### src/rtl/common_params.sv
// Shared widths and the write-port grant encoding for the write-back arbiter.
package common_params;

    localparam int REG_ADDR_W = 5;
    localparam int BITS       = 32;

    typedef enum logic [1:0] {
        GRANT_NONE = 2'd0,
        GRANT_PIPE = 2'd1,
        GRANT_CP   = 2'd2
    } wb_grant_t;

endpackage

### src/rtl/wb_port_arb_if.sv
// Bundle of pipeline, coprocessor, register-file and hazard signals around wb_port_arb.
// CP handshake: a result transfers on a rising edge where CP_VALID && CP_READY; CP_READY never depends on CP_VALID.
interface wb_port_arb_if;
    import common_params::*;

    logic                  PIPE_WE;
    logic [REG_ADDR_W-1:0] PIPE_RD;
    logic [BITS-1:0]       PIPE_DATA;

    logic                  CP_VALID;
    logic [REG_ADDR_W-1:0] CP_RD;
    logic [BITS-1:0]       CP_DATA;
    logic                  CP_READY;

    logic                  RF_WE;
    logic [REG_ADDR_W-1:0] RF_WADDR;
    logic [BITS-1:0]       RF_WDATA;
    wb_grant_t             GRANT_SRC;

    logic [REG_ADDR_W-1:0] CHK_ADDR1;
    logic [REG_ADDR_W-1:0] CHK_ADDR2;
    logic                  PEND_HIT;
    logic                  PIPE_STALL;

    modport slave (
        input  PIPE_WE, PIPE_RD, PIPE_DATA,
        input  CP_VALID, CP_RD, CP_DATA,
        output CP_READY,
        output RF_WE, RF_WADDR, RF_WDATA, GRANT_SRC,
        input  CHK_ADDR1, CHK_ADDR2,
        output PEND_HIT, PIPE_STALL
    );

    modport master (
        output PIPE_WE, PIPE_RD, PIPE_DATA,
        output CP_VALID, CP_RD, CP_DATA,
        input  CP_READY,
        input  RF_WE, RF_WADDR, RF_WDATA, GRANT_SRC,
        output CHK_ADDR1, CHK_ADDR2,
        input  PEND_HIT, PIPE_STALL
    );

endinterface

### src/rtl/wb_cp_fifo.sv
// Coprocessor result queue; each slot keeps a valid bit so entries can be squashed in place.
module wb_cp_fifo
    import common_params::*;
#(
    parameter int DEPTH = 2
) (
    input  logic                             clk,
    input  logic                             rst_n,
    input  logic                             push,
    input  logic [REG_ADDR_W-1:0]            push_rd,
    input  logic [BITS-1:0]                  push_data,
    input  logic                             pop,
    input  logic                             squash_en,
    input  logic [REG_ADDR_W-1:0]            squash_rd,
    output logic                             full,
    output logic                             empty,
    output logic                             head_valid,
    output logic [REG_ADDR_W-1:0]            head_rd,
    output logic [BITS-1:0]                  head_data,
    output logic [DEPTH-1:0]                 ent_valid,
    output logic [DEPTH-1:0][REG_ADDR_W-1:0] ent_rd
);

    localparam int PTR_W = (DEPTH > 1) ? $clog2(DEPTH) : 1;
    localparam int CNT_W = $clog2(DEPTH + 1);

    function automatic logic [PTR_W-1:0] ptr_inc(input logic [PTR_W-1:0] p);
        return (p == PTR_W'(DEPTH - 1)) ? '0 : p + PTR_W'(1);
    endfunction

    logic [PTR_W-1:0]                 wr_ptr_q, wr_ptr_d;
    logic [PTR_W-1:0]                 rd_ptr_q, rd_ptr_d;
    logic [CNT_W-1:0]                 cnt_q, cnt_d;
    logic [DEPTH-1:0]                 vld_q, vld_d;
    logic [DEPTH-1:0][REG_ADDR_W-1:0] rd_q, rd_d;
    logic [DEPTH-1:0][BITS-1:0]       data_q, data_d;
    logic                             do_push, do_pop;

    assign full       = (cnt_q == CNT_W'(DEPTH));
    assign empty      = (cnt_q == '0);
    assign do_push    = push && !full;
    assign do_pop     = pop && !empty;
    assign head_valid = !empty && vld_q[rd_ptr_q];
    assign head_rd    = rd_q[rd_ptr_q];
    assign head_data  = data_q[rd_ptr_q];
    assign ent_valid  = vld_q;
    assign ent_rd     = rd_q;

    always_comb begin
        wr_ptr_d = wr_ptr_q;
        rd_ptr_d = rd_ptr_q;
        cnt_d    = cnt_q;
        vld_d    = vld_q;
        rd_d     = rd_q;
        data_d   = data_q;

        // Squashed slots stay allocated until they reach the head and are dropped.
        if (squash_en) begin
            for (int i = 0; i < DEPTH; i++) begin
                if (vld_q[i] && (rd_q[i] == squash_rd)) vld_d[i] = 1'b0;
            end
        end

        if (do_pop) begin
            vld_d[rd_ptr_q] = 1'b0;
            rd_ptr_d        = ptr_inc(rd_ptr_q);
        end

        if (do_push) begin
            vld_d[wr_ptr_q]  = 1'b1;
            rd_d[wr_ptr_q]   = push_rd;
            data_d[wr_ptr_q] = push_data;
            wr_ptr_d         = ptr_inc(wr_ptr_q);
        end

        case ({do_push, do_pop})
            2'b10:   cnt_d = cnt_q + CNT_W'(1);
            2'b01:   cnt_d = cnt_q - CNT_W'(1);
            default: cnt_d = cnt_q;
        endcase
    end

    always_ff @(posedge clk or negedge rst_n) begin
        if (!rst_n) begin
            wr_ptr_q <= '0;
            rd_ptr_q <= '0;
            cnt_q    <= '0;
            vld_q    <= '0;
            rd_q     <= '0;
            data_q   <= '0;
        end else begin
            wr_ptr_q <= wr_ptr_d;
            rd_ptr_q <= rd_ptr_d;
            cnt_q    <= cnt_d;
            vld_q    <= vld_d;
            rd_q     <= rd_d;
            data_q   <= data_d;
        end
    end

endmodule

### src/rtl/wb_port_arb.sv
// Shares one register-file write port between the pipeline and queued coprocessor results.
// Define WB_ARB_STARVE_GUARD_EN to build the starvation counter that stalls the pipeline.
module wb_port_arb
    import common_params::*;
#(
    parameter int FIFO_DEPTH   = 2,
    parameter int STARVE_LIMIT = 8
) (
    input  logic         clk,
    input  logic         rst_n,
    wb_port_arb_if.slave bus
);

    logic                                  fifo_full, fifo_empty, fifo_head_valid;
    logic [REG_ADDR_W-1:0]                 fifo_head_rd;
    logic [BITS-1:0]                       fifo_head_data;
    logic [FIFO_DEPTH-1:0]                 ent_valid;
    logic [FIFO_DEPTH-1:0][REG_ADDR_W-1:0] ent_rd;
    logic                                  cp_push, fifo_pop, pipe_eff, pipe_stall, pend_hit;
    logic                                  rf_we;
    logic [REG_ADDR_W-1:0]                 rf_waddr;
    logic [BITS-1:0]                       rf_wdata;
    wb_grant_t                             grant_src;

    // Ready comes from registered occupancy only; RD=0 results are accepted and dropped.
    assign cp_push  = bus.CP_VALID && !fifo_full && (bus.CP_RD != '0);
    assign pipe_eff = bus.PIPE_WE && (bus.PIPE_RD != '0) && !pipe_stall;

    always_comb begin
        grant_src = GRANT_NONE;
        rf_we     = 1'b0;
        rf_waddr  = '0;
        rf_wdata  = '0;
        if (pipe_stall && fifo_head_valid) begin
            grant_src = GRANT_CP;
        end else if (pipe_eff) begin
            grant_src = GRANT_PIPE;
        end else if (fifo_head_valid) begin
            grant_src = GRANT_CP;
        end
        if (grant_src == GRANT_PIPE) begin
            rf_we    = 1'b1;
            rf_waddr = bus.PIPE_RD;
            rf_wdata = bus.PIPE_DATA;
        end else if (grant_src == GRANT_CP) begin
            rf_we    = 1'b1;
            rf_waddr = fifo_head_rd;
            rf_wdata = fifo_head_data;
        end
    end

    // A squashed head is retired without a write so it cannot block the queue.
    assign fifo_pop = (grant_src == GRANT_CP) || (!fifo_empty && !fifo_head_valid);

    always_comb begin
        pend_hit = 1'b0;
        for (int i = 0; i < FIFO_DEPTH; i++) begin
            if (ent_valid[i] && (ent_rd[i] != '0) &&
                ((ent_rd[i] == bus.CHK_ADDR1) || (ent_rd[i] == bus.CHK_ADDR2)))
                pend_hit = 1'b1;
        end
    end

`ifdef WB_ARB_STARVE_GUARD_EN
    localparam int STARVE_W = $clog2(STARVE_LIMIT + 1);

    logic [STARVE_W-1:0] starve_cnt_q, starve_cnt_d;
    logic                pipe_stall_q, pipe_stall_d;

    always_comb begin
        starve_cnt_d = starve_cnt_q;
        if (fifo_empty || fifo_pop)
            starve_cnt_d = '0;
        else if (starve_cnt_q != STARVE_W'(STARVE_LIMIT))
            starve_cnt_d = starve_cnt_q + STARVE_W'(1);
        pipe_stall_d = (starve_cnt_d == STARVE_W'(STARVE_LIMIT));
    end

    always_ff @(posedge clk or negedge rst_n) begin
        if (!rst_n) begin
            starve_cnt_q <= '0;
            pipe_stall_q <= 1'b0;
        end else begin
            starve_cnt_q <= starve_cnt_d;
            pipe_stall_q <= pipe_stall_d;
        end
    end

    assign pipe_stall = pipe_stall_q;
`else
    assign pipe_stall = 1'b0;
`endif

    wb_cp_fifo #(
        .DEPTH (FIFO_DEPTH)
    ) u_fifo (
        .clk        (clk),
        .rst_n      (rst_n),
        .push       (cp_push),
        .push_rd    (bus.CP_RD),
        .push_data  (bus.CP_DATA),
        .pop        (fifo_pop),
        .squash_en  (grant_src == GRANT_PIPE),
        .squash_rd  (bus.PIPE_RD),
        .full       (fifo_full),
        .empty      (fifo_empty),
        .head_valid (fifo_head_valid),
        .head_rd    (fifo_head_rd),
        .head_data  (fifo_head_data),
        .ent_valid  (ent_valid),
        .ent_rd     (ent_rd)
    );

    assign bus.CP_READY   = !fifo_full;
    assign bus.RF_WE      = rf_we;
    assign bus.RF_WADDR   = rf_waddr;
    assign bus.RF_WDATA   = rf_wdata;
    assign bus.GRANT_SRC  = grant_src;
    assign bus.PEND_HIT   = pend_hit;
    assign bus.PIPE_STALL = pipe_stall;

endmodule

### src/flat_wrapper.sv
// flat-port wrapper written by rule: the top's interface ports become plain ports
module wb_port_arb_flat import common_params::*;
#(
    parameter int FIFO_DEPTH   = 2,
    parameter int STARVE_LIMIT = 8
)
  (clk, rst_n, bus_PIPE_WE, bus_PIPE_RD, bus_PIPE_DATA, bus_CP_VALID, bus_CP_RD, bus_CP_DATA, bus_CP_READY, bus_RF_WE, bus_RF_WADDR, bus_RF_WDATA, bus_GRANT_SRC, bus_CHK_ADDR1, bus_CHK_ADDR2, bus_PEND_HIT, bus_PIPE_STALL);
  wb_port_arb_if bus_i ();
  input  logic clk;
  input  logic rst_n;
  input wire logic [$bits(bus_i.PIPE_WE)-1:0] bus_PIPE_WE;
  input wire logic [$bits(bus_i.PIPE_RD)-1:0] bus_PIPE_RD;
  input wire logic [$bits(bus_i.PIPE_DATA)-1:0] bus_PIPE_DATA;
  input wire logic [$bits(bus_i.CP_VALID)-1:0] bus_CP_VALID;
  input wire logic [$bits(bus_i.CP_RD)-1:0] bus_CP_RD;
  input wire logic [$bits(bus_i.CP_DATA)-1:0] bus_CP_DATA;
  output wire logic [$bits(bus_i.CP_READY)-1:0] bus_CP_READY;
  output wire logic [$bits(bus_i.RF_WE)-1:0] bus_RF_WE;
  output wire logic [$bits(bus_i.RF_WADDR)-1:0] bus_RF_WADDR;
  output wire logic [$bits(bus_i.RF_WDATA)-1:0] bus_RF_WDATA;
  output wire logic [$bits(bus_i.GRANT_SRC)-1:0] bus_GRANT_SRC;
  input wire logic [$bits(bus_i.CHK_ADDR1)-1:0] bus_CHK_ADDR1;
  input wire logic [$bits(bus_i.CHK_ADDR2)-1:0] bus_CHK_ADDR2;
  output wire logic [$bits(bus_i.PEND_HIT)-1:0] bus_PEND_HIT;
  output wire logic [$bits(bus_i.PIPE_STALL)-1:0] bus_PIPE_STALL;
  assign bus_i.PIPE_WE = bus_PIPE_WE;
  assign bus_i.PIPE_RD = bus_PIPE_RD;
  assign bus_i.PIPE_DATA = bus_PIPE_DATA;
  assign bus_i.CP_VALID = bus_CP_VALID;
  assign bus_i.CP_RD = bus_CP_RD;
  assign bus_i.CP_DATA = bus_CP_DATA;
  assign bus_CP_READY = bus_i.CP_READY;
  assign bus_RF_WE = bus_i.RF_WE;
  assign bus_RF_WADDR = bus_i.RF_WADDR;
  assign bus_RF_WDATA = bus_i.RF_WDATA;
  assign bus_GRANT_SRC = bus_i.GRANT_SRC;
  assign bus_i.CHK_ADDR1 = bus_CHK_ADDR1;
  assign bus_i.CHK_ADDR2 = bus_CHK_ADDR2;
  assign bus_PEND_HIT = bus_i.PEND_HIT;
  assign bus_PIPE_STALL = bus_i.PIPE_STALL;
  wb_port_arb #(.FIFO_DEPTH(FIFO_DEPTH), .STARVE_LIMIT(STARVE_LIMIT)) u_core (.clk(clk), .rst_n(rst_n), .bus(bus_i));
endmodule
### config.mk
export PLATFORM = sky130hd
export DESIGN_NAME = wb_port_arb_flat
export DESIGN_NICKNAME = d
export VERILOG_FILES = /design/src/rtl/common_params.sv /design/src/rtl/wb_port_arb_if.sv /design/src/rtl/wb_cp_fifo.sv /design/src/rtl/wb_port_arb.sv /design/src/flat_wrapper.sv
export SDC_FILE = /design/constraint.sdc
export NUM_CORES = 1
export LEC_CHECK = 0
export ABC_AREA = 1
export ABC_CLOCK_PERIOD_IN_PS = 4100
export CORE_MARGIN = 4
export CORE_UTILIZATION = 50
export DETAILED_ROUTE_END_ITERATION = 8
export MAX_ROUTING_LAYER = met4
export PLACE_DENSITY_LB_ADDON = 0.15
export SETUP_SLACK_MARGIN = 0.1
export SYNTH_ARGS = -nofsm -noshare
export SYNTH_HDL_FRONTEND = slang
export SYNTH_SLANG_ARGS = --single-unit
### constraint.sdc
create_clock -name clk -period 4.1 [get_ports clk]
set_input_delay 0.82 -clock clk [delete_from_list [all_inputs] [get_ports clk]]
set_output_delay 0.82 -clock clk [all_outputs]
set_load 0.005 [all_outputs]
---- Word level (Yosys, flattened, before mapping) ----
Cells that the tools add are included.
storage, ports and cells
  output and inout bits ................... 43
  register bits after elaboration ......... 80
  logic and storage cells ................. 91
  input port bits ......................... 88
operators by class
  bitwise operators ....................... 3
  $lt $le $gt $ge ......................... 4
  equal/unequal tests ..................... 11
  muxes and demuxes ....................... 34
  add/sub/neg operators ................... 4
  reductions and logical operators ........ 27
operator list
  kind                   count
  $mux W32               5
  $bwmux W64             1
  $demux W32 S1          1
  $eq A5 B5 Y1           6
  $mux W5                5
  $reduce_bool A5 Y1     4
  $logic_and A1 B1 Y1    15
  $mux W1                12
  $bwmux W10             1
  $mux W2                5
  $eq A2 B2 Y1 const B   3
  $demux W5 S1           1
  $eq A2 B1 Y1 const B   2
  $lt A1 B2 Y1 const B   2
  $pmux W2 S2            1
  $logic_not A1 Y1       3
  $logic_or A1 B1 Y1     3
  $add A1 B1 Y1 const B  2
  $add A2 B1 Y2 const B  1
  $and A2 B2 Y2          1
  $demux W1 S1           2
  $ge A1 B1 Y1 const B   2
  $logic_not A2 Y1       1
  $not A2 Y2             1
  3 further kinds        3

---- Longest topological paths before layout ----
  depth in word-level cells ............... 11
  depth in mapped cells ................... 11

---- By module ----
From an unflattened synthesis, not the netlist that was laid out.
second synthesis, totals
  cell total of the unflattened synthesis .. 708
  area total of the unflattened synthesis .. 4809.6 µm²
modules (own cells, without submodules)
  module       seq. area each (µm²)  cells an instance  times used  area each (µm²)
  wb_cp_fifo   2001.9                480                1           3832.4
  wb_port_arb  0.0                   228                1           977.2

---- Worst setup path after synthesis ----
Ideal clock, no wire load.
  kind .................................... input port to output port
  start point ............................. in bus_PIPE_RD[3]
  end point ............................... out bus_RF_WADDR[0]
  stages .................................. 9
  required time ........................... 3.280 ns
  slack ................................... 1.660 ns
  path buffers ............................ 2
  arrival ................................. 1.620 ns
  cell sequence ........................... nor2_1 -> nand3_1 -> nand2_2 -> inv_2 -> nor2_4 -> buf_6 -> buf_6 -> nand2_1 -> nand2_1
between the ends
  cells in the longest elaborated chain, start to end .. 6
RTL lines
  item                     line                text
  start: declaration       flat_wrapper.sv:12  input wire logic [$bits(bus_i.PIPE_RD)-1:0] bus_PIPE_RD;
  $reduce_bool A5 Y1 (*)   wb_port_arb.sv:27   assign pipe_eff = bus.PIPE_WE && (bus.PIPE_RD != '0) && !pipe_stall;
  $logic_and A1 B1 Y1 (*)  wb_port_arb.sv:27
  $mux W2 (*)              wb_port_arb.sv:36   end else if (pipe_eff) begin
  $eq A2 B2 Y1             wb_port_arb.sv:45   end else if (grant_src == GRANT_CP) begin
  $mux W5                  wb_port_arb.sv:45
  $mux W5 (*)              wb_port_arb.sv:41   if (grant_src == GRANT_PIPE) begin
  end: declaration         flat_wrapper.sv:19  output wire logic [$bits(bus_i.RF_WADDR)-1:0] bus_RF_WADDR;
Every way passes the cells marked *; elsewhere a longest branch is shown, timed or not.

---- Worst setup path in the final report ----
  start point ............................. in bus_PIPE_RD[1]
  end point ............................... out bus_RF_WDATA[24]
between the ends
  cells in the longest elaborated chain, start to end .. 6
RTL lines
  item                     line                text
  $reduce_bool A5 Y1 (*)   wb_port_arb.sv:27
  $logic_and A1 B1 Y1 (*)  wb_port_arb.sv:27
  $mux W2 (*)              wb_port_arb.sv:36
  $eq A2 B2 Y1             wb_port_arb.sv:45
  $mux W32                 wb_port_arb.sv:45
  $mux W32 (*)             wb_port_arb.sv:41
  end: declaration         flat_wrapper.sv:20  output wire logic [$bits(bus_i.RF_WDATA)-1:0] bus_RF_WDATA;
Marks and branches as above.

==> flow_summary_export.csv <==
group,metric,value,unit
outcome,status,"completed",
yosys,avgSynthCellArea,7.082,um^2
critical_path,crit_chain,"clkdlybuf4s50_1, nor2_1, nand3_1, nand2_2, inv_2, nor2_4, buf_12, nand2_1, nand2_1, clkdlybuf4s50_1",
yosys,async_flop_share,1.000,
yosys,synthFlopType,"dfrtp_1",
cts,numCtsBuffers,9,
die,num_rows,35,
die,core_area,9196,um^2
cts,h-tree-depth,3,
yosys,synth.distinct_cells,23,
cts,cts_hold_buf,0,
yosys,synthCells,665,
yosys,synth.largest_area_cell,"dfrtp_1",
critical_path,r2r_end,"u_core.u_fifo.cnt_q[1]",
yosys,synth.top_cells.by_count,"nand2_1 (339), dfrtp_1 (80), inv_1 (61), o21ai_2 (30), o21ai_1 (28)",
cts,cts.clk_slew.worst_paths,0.08,ns
critical_path,path_buf_inv,4,
cts,cts_resized,0,
detailed_routing,vias,4331,
placement,place_ws,0.3105,ns
cells_and_area,syn_to_final_growth,30.15,%
detailed_routing,avgRoutedWirePerCell,13.02,um
cts,cts_sinks,80,
critical_path,startpoint_type,"input port",
critical_path,critPathMaxFanout,25,
hold_path,hp-class,"register to register",
global_route,first_global_vias,4094,
critical_path,slowest_stage,"clkdlybuf4s50_1",
sta,finalSetupViolCount,0,
cts,cts_tree,"yes",
detailed_routing,drc_errors,0,
die,die_h,105.1,um
detailed_routing,routed_wirelength,11.57,mm
critical_path,slowest_delay,0.50,ns
die,initial_utilization,0.5121,
sta,relSlewSlack,0.3325,
yosys,synth_nets,754,
global_route,track_usage,0.2189,
yosys,synth_edf_count,0,
cells_and_area,fin_area,6130,um^2
critical_path,worstRegToRegCells,9,
power_and_ir_drop,peakVddDrop,0.3158,mV
sta,report.final.hold_viol_count,0,
critical_path,worstSetupPathType,"input port to primary output",
critical_path,cp_data_required_time,3.28,ns
critical_path,reg2reg_setup_slack,2.09,ns
cts,post-cts-setup-buffers,0,
sta,fin_crit_sh,0.9251,
global_route,overflow,0,
sta,fin_setup_tns,0,ns
yosys,ys_seq_area_frac,0.4251,
die,die_w,105.1,um
sta,finClkSkew,0.01369,ns
critical_path,reg2reg_from,"u_core.u_fifo.rd_ptr_q",
sta,finalCriticalPeriod,3.793,ns
job,drv_cap,0,
cts,cts_buffer_depth,2,
critical_path,startpoint,"bus_PIPE_RD[1]",
yosys,synth_top_area_frac,0.4251,
critical_path,cp_data_arrival_time,2.97,ns
placement,gp_congestion,0.8971,
detailed_routing,firstDrtPassIters,4,
detailed_routing,via_per_inst,4.872,
critical_path,endpoint_kind,"primary output",
cells_and_area,nNetsFinal,863,
detailed_routing,drt_iter0_markers,222,
cells_and_area,n_antenna_cell,0,
sta,fmax,263.7,MHz
global_route,grt_pass1_wl,19.51,mm
sta,worstMarginPinSlew,1.001,ns
cts,clk-insertion-delay-late,0.34,ns
yosys,synth_warnings,0,
sta,maxSlewViolCount,0,
critical_path,endpoint,"bus_RF_WDATA[24]",
yosys,synthTopCellsByArea,"dfrtp_1 (43%), nand2_1 (27%), o21ai_2 (5.6%)",
critical_path,critPathTopFamily,"buffers and inverters",
die,die_area,11040,um^2
placement,portBuffers,129,
yosys,yosys_register_bits,80,
global_route,grt_max_degree,81,
placement,hpwlAfterDp,8.302,mm
yosys,syn-cell-area,4710,um^2
global_route,antenna_found_initial,0,
critical_path,crit_cells,10,
power_and_ir_drop,p_leak,0.003182,uW
die,io_pins,131,
yosys,yosysMostFrequentCell,"nand2_1",
placement,placed_area,5946,um^2
sta,grt_setup_unrepaired,"no",
cells_and_area,drive_gt1_frac,0.08098,
power_and_ir_drop,power_density,618.7,nW/um^2
detailed_routing,final_antenna_net_count,0,
sta,worst_slack,0.3072,ns
cts,cts_root_buffer,"clkbuf_8",
==> cells by family after synthesis <==
group           count (synthesis)  synth area share
other cells                     1         0.0007963
xor+xnor                       22           0.04092
buf+inv                       104            0.1105
flops                          80            0.4251
compound gates                 85            0.1156
simple gates                  372            0.3045
fa+ha+maj                       1          0.002656
==> sequential cells by signal, summed over array words and instances, names as in the netlist <==
| signal | count |
|---|---|
| u_core.u_fifo.ent_valid | 2 |
| u_core.u_fifo.wr_ptr_q | 1 |
| u_core.u_fifo.rd_ptr_q | 1 |
| u_core.u_fifo.data_q | 64 |
| u_core.u_fifo.ent_rd | 10 |
| u_core.u_fifo.cnt_q | 2 |
==> worst min path at each step <==
stage,end,cells past startpoint,startpoint,slack [ns]
floorplan,u_core.u_fifo.data_q[1],2,u_core.u_fifo.data_q[1],0.45
global placement,u_core.u_fifo.data_q[34],2,u_core.u_fifo.data_q[34],0.46
detailed placement,u_core.u_fifo.data_q[42],2,u_core.u_fifo.data_q[42],0.47
CTS,u_core.u_fifo.data_q[39],2,u_core.u_fifo.data_q[39],0.49
global route,u_core.u_fifo.data_q[44],2,u_core.u_fifo.data_q[44],0.50
finish,u_core.u_fifo.data_q[42],2,u_core.u_fifo.data_q[42],0.49
==> per-layer routing <==
metal  track usage  wire length (um)  vias up
met2        0.3538              5516      118
li1              -                 -     2223
met5             -                 0        -
met1        0.2889              5315     1983
met3       0.04571               670        7
met4       0.04030                71        0
==> power breakdown <==
part | switching [uW] | internal (uW) | total (uW)
combinational | 989 | 783 | 1770
clock | 272 | 278 | 550
sequential | 307 | 1160 | 1470
==> layout make-up <==
class | count | area, um^2
sequential | 80 | 2002
clock inverter | 5 | 56.30
tap | 111 | 138.9
multi-input combinational | 481 | 2187
fill | 811 | 3067
clock buffer | 10 | 127.6
timing repair buffer | 137 | 1374
inverter | 65 | 244.0
==> layout by cell type (no fill, tap or decap), types with 7 or more instances in the layout <==
cell type / n
xor2_1: 9
nand3_1: 10
nor2_1: 15
o21ai_0: 25
nand2_1: 339
clkbuf_8: 9
buf_4: 7
inv_1: 61
dfrtp_1: 80
o21ai_1: 28
clkdlybuf4s50_1: 128
xnor2_1: 13
o21ai_2: 30
==> metrics by stage <==
stage,util,power (uW),cells,hold slack [ns]
finish,0.6665,3792,889,0.4851
global route,0.6665,4140,889,0.5023
CTS,0.6665,3818,889,0.4880
detailed placement,0.6465,3260,874,0.4684
global placement,0.6465,3204,874,0.4639
floorplan,-,2718,665,0.4534
==> tightest hold or removal path: cells and delay by family, from the launching register on <==
family | cells | cell delay (ns)
simple gates | 1 | 0.06
flops | 1 | 0.35
compound gates | 1 | 0.05
Power figures use the tool's default switching activity.
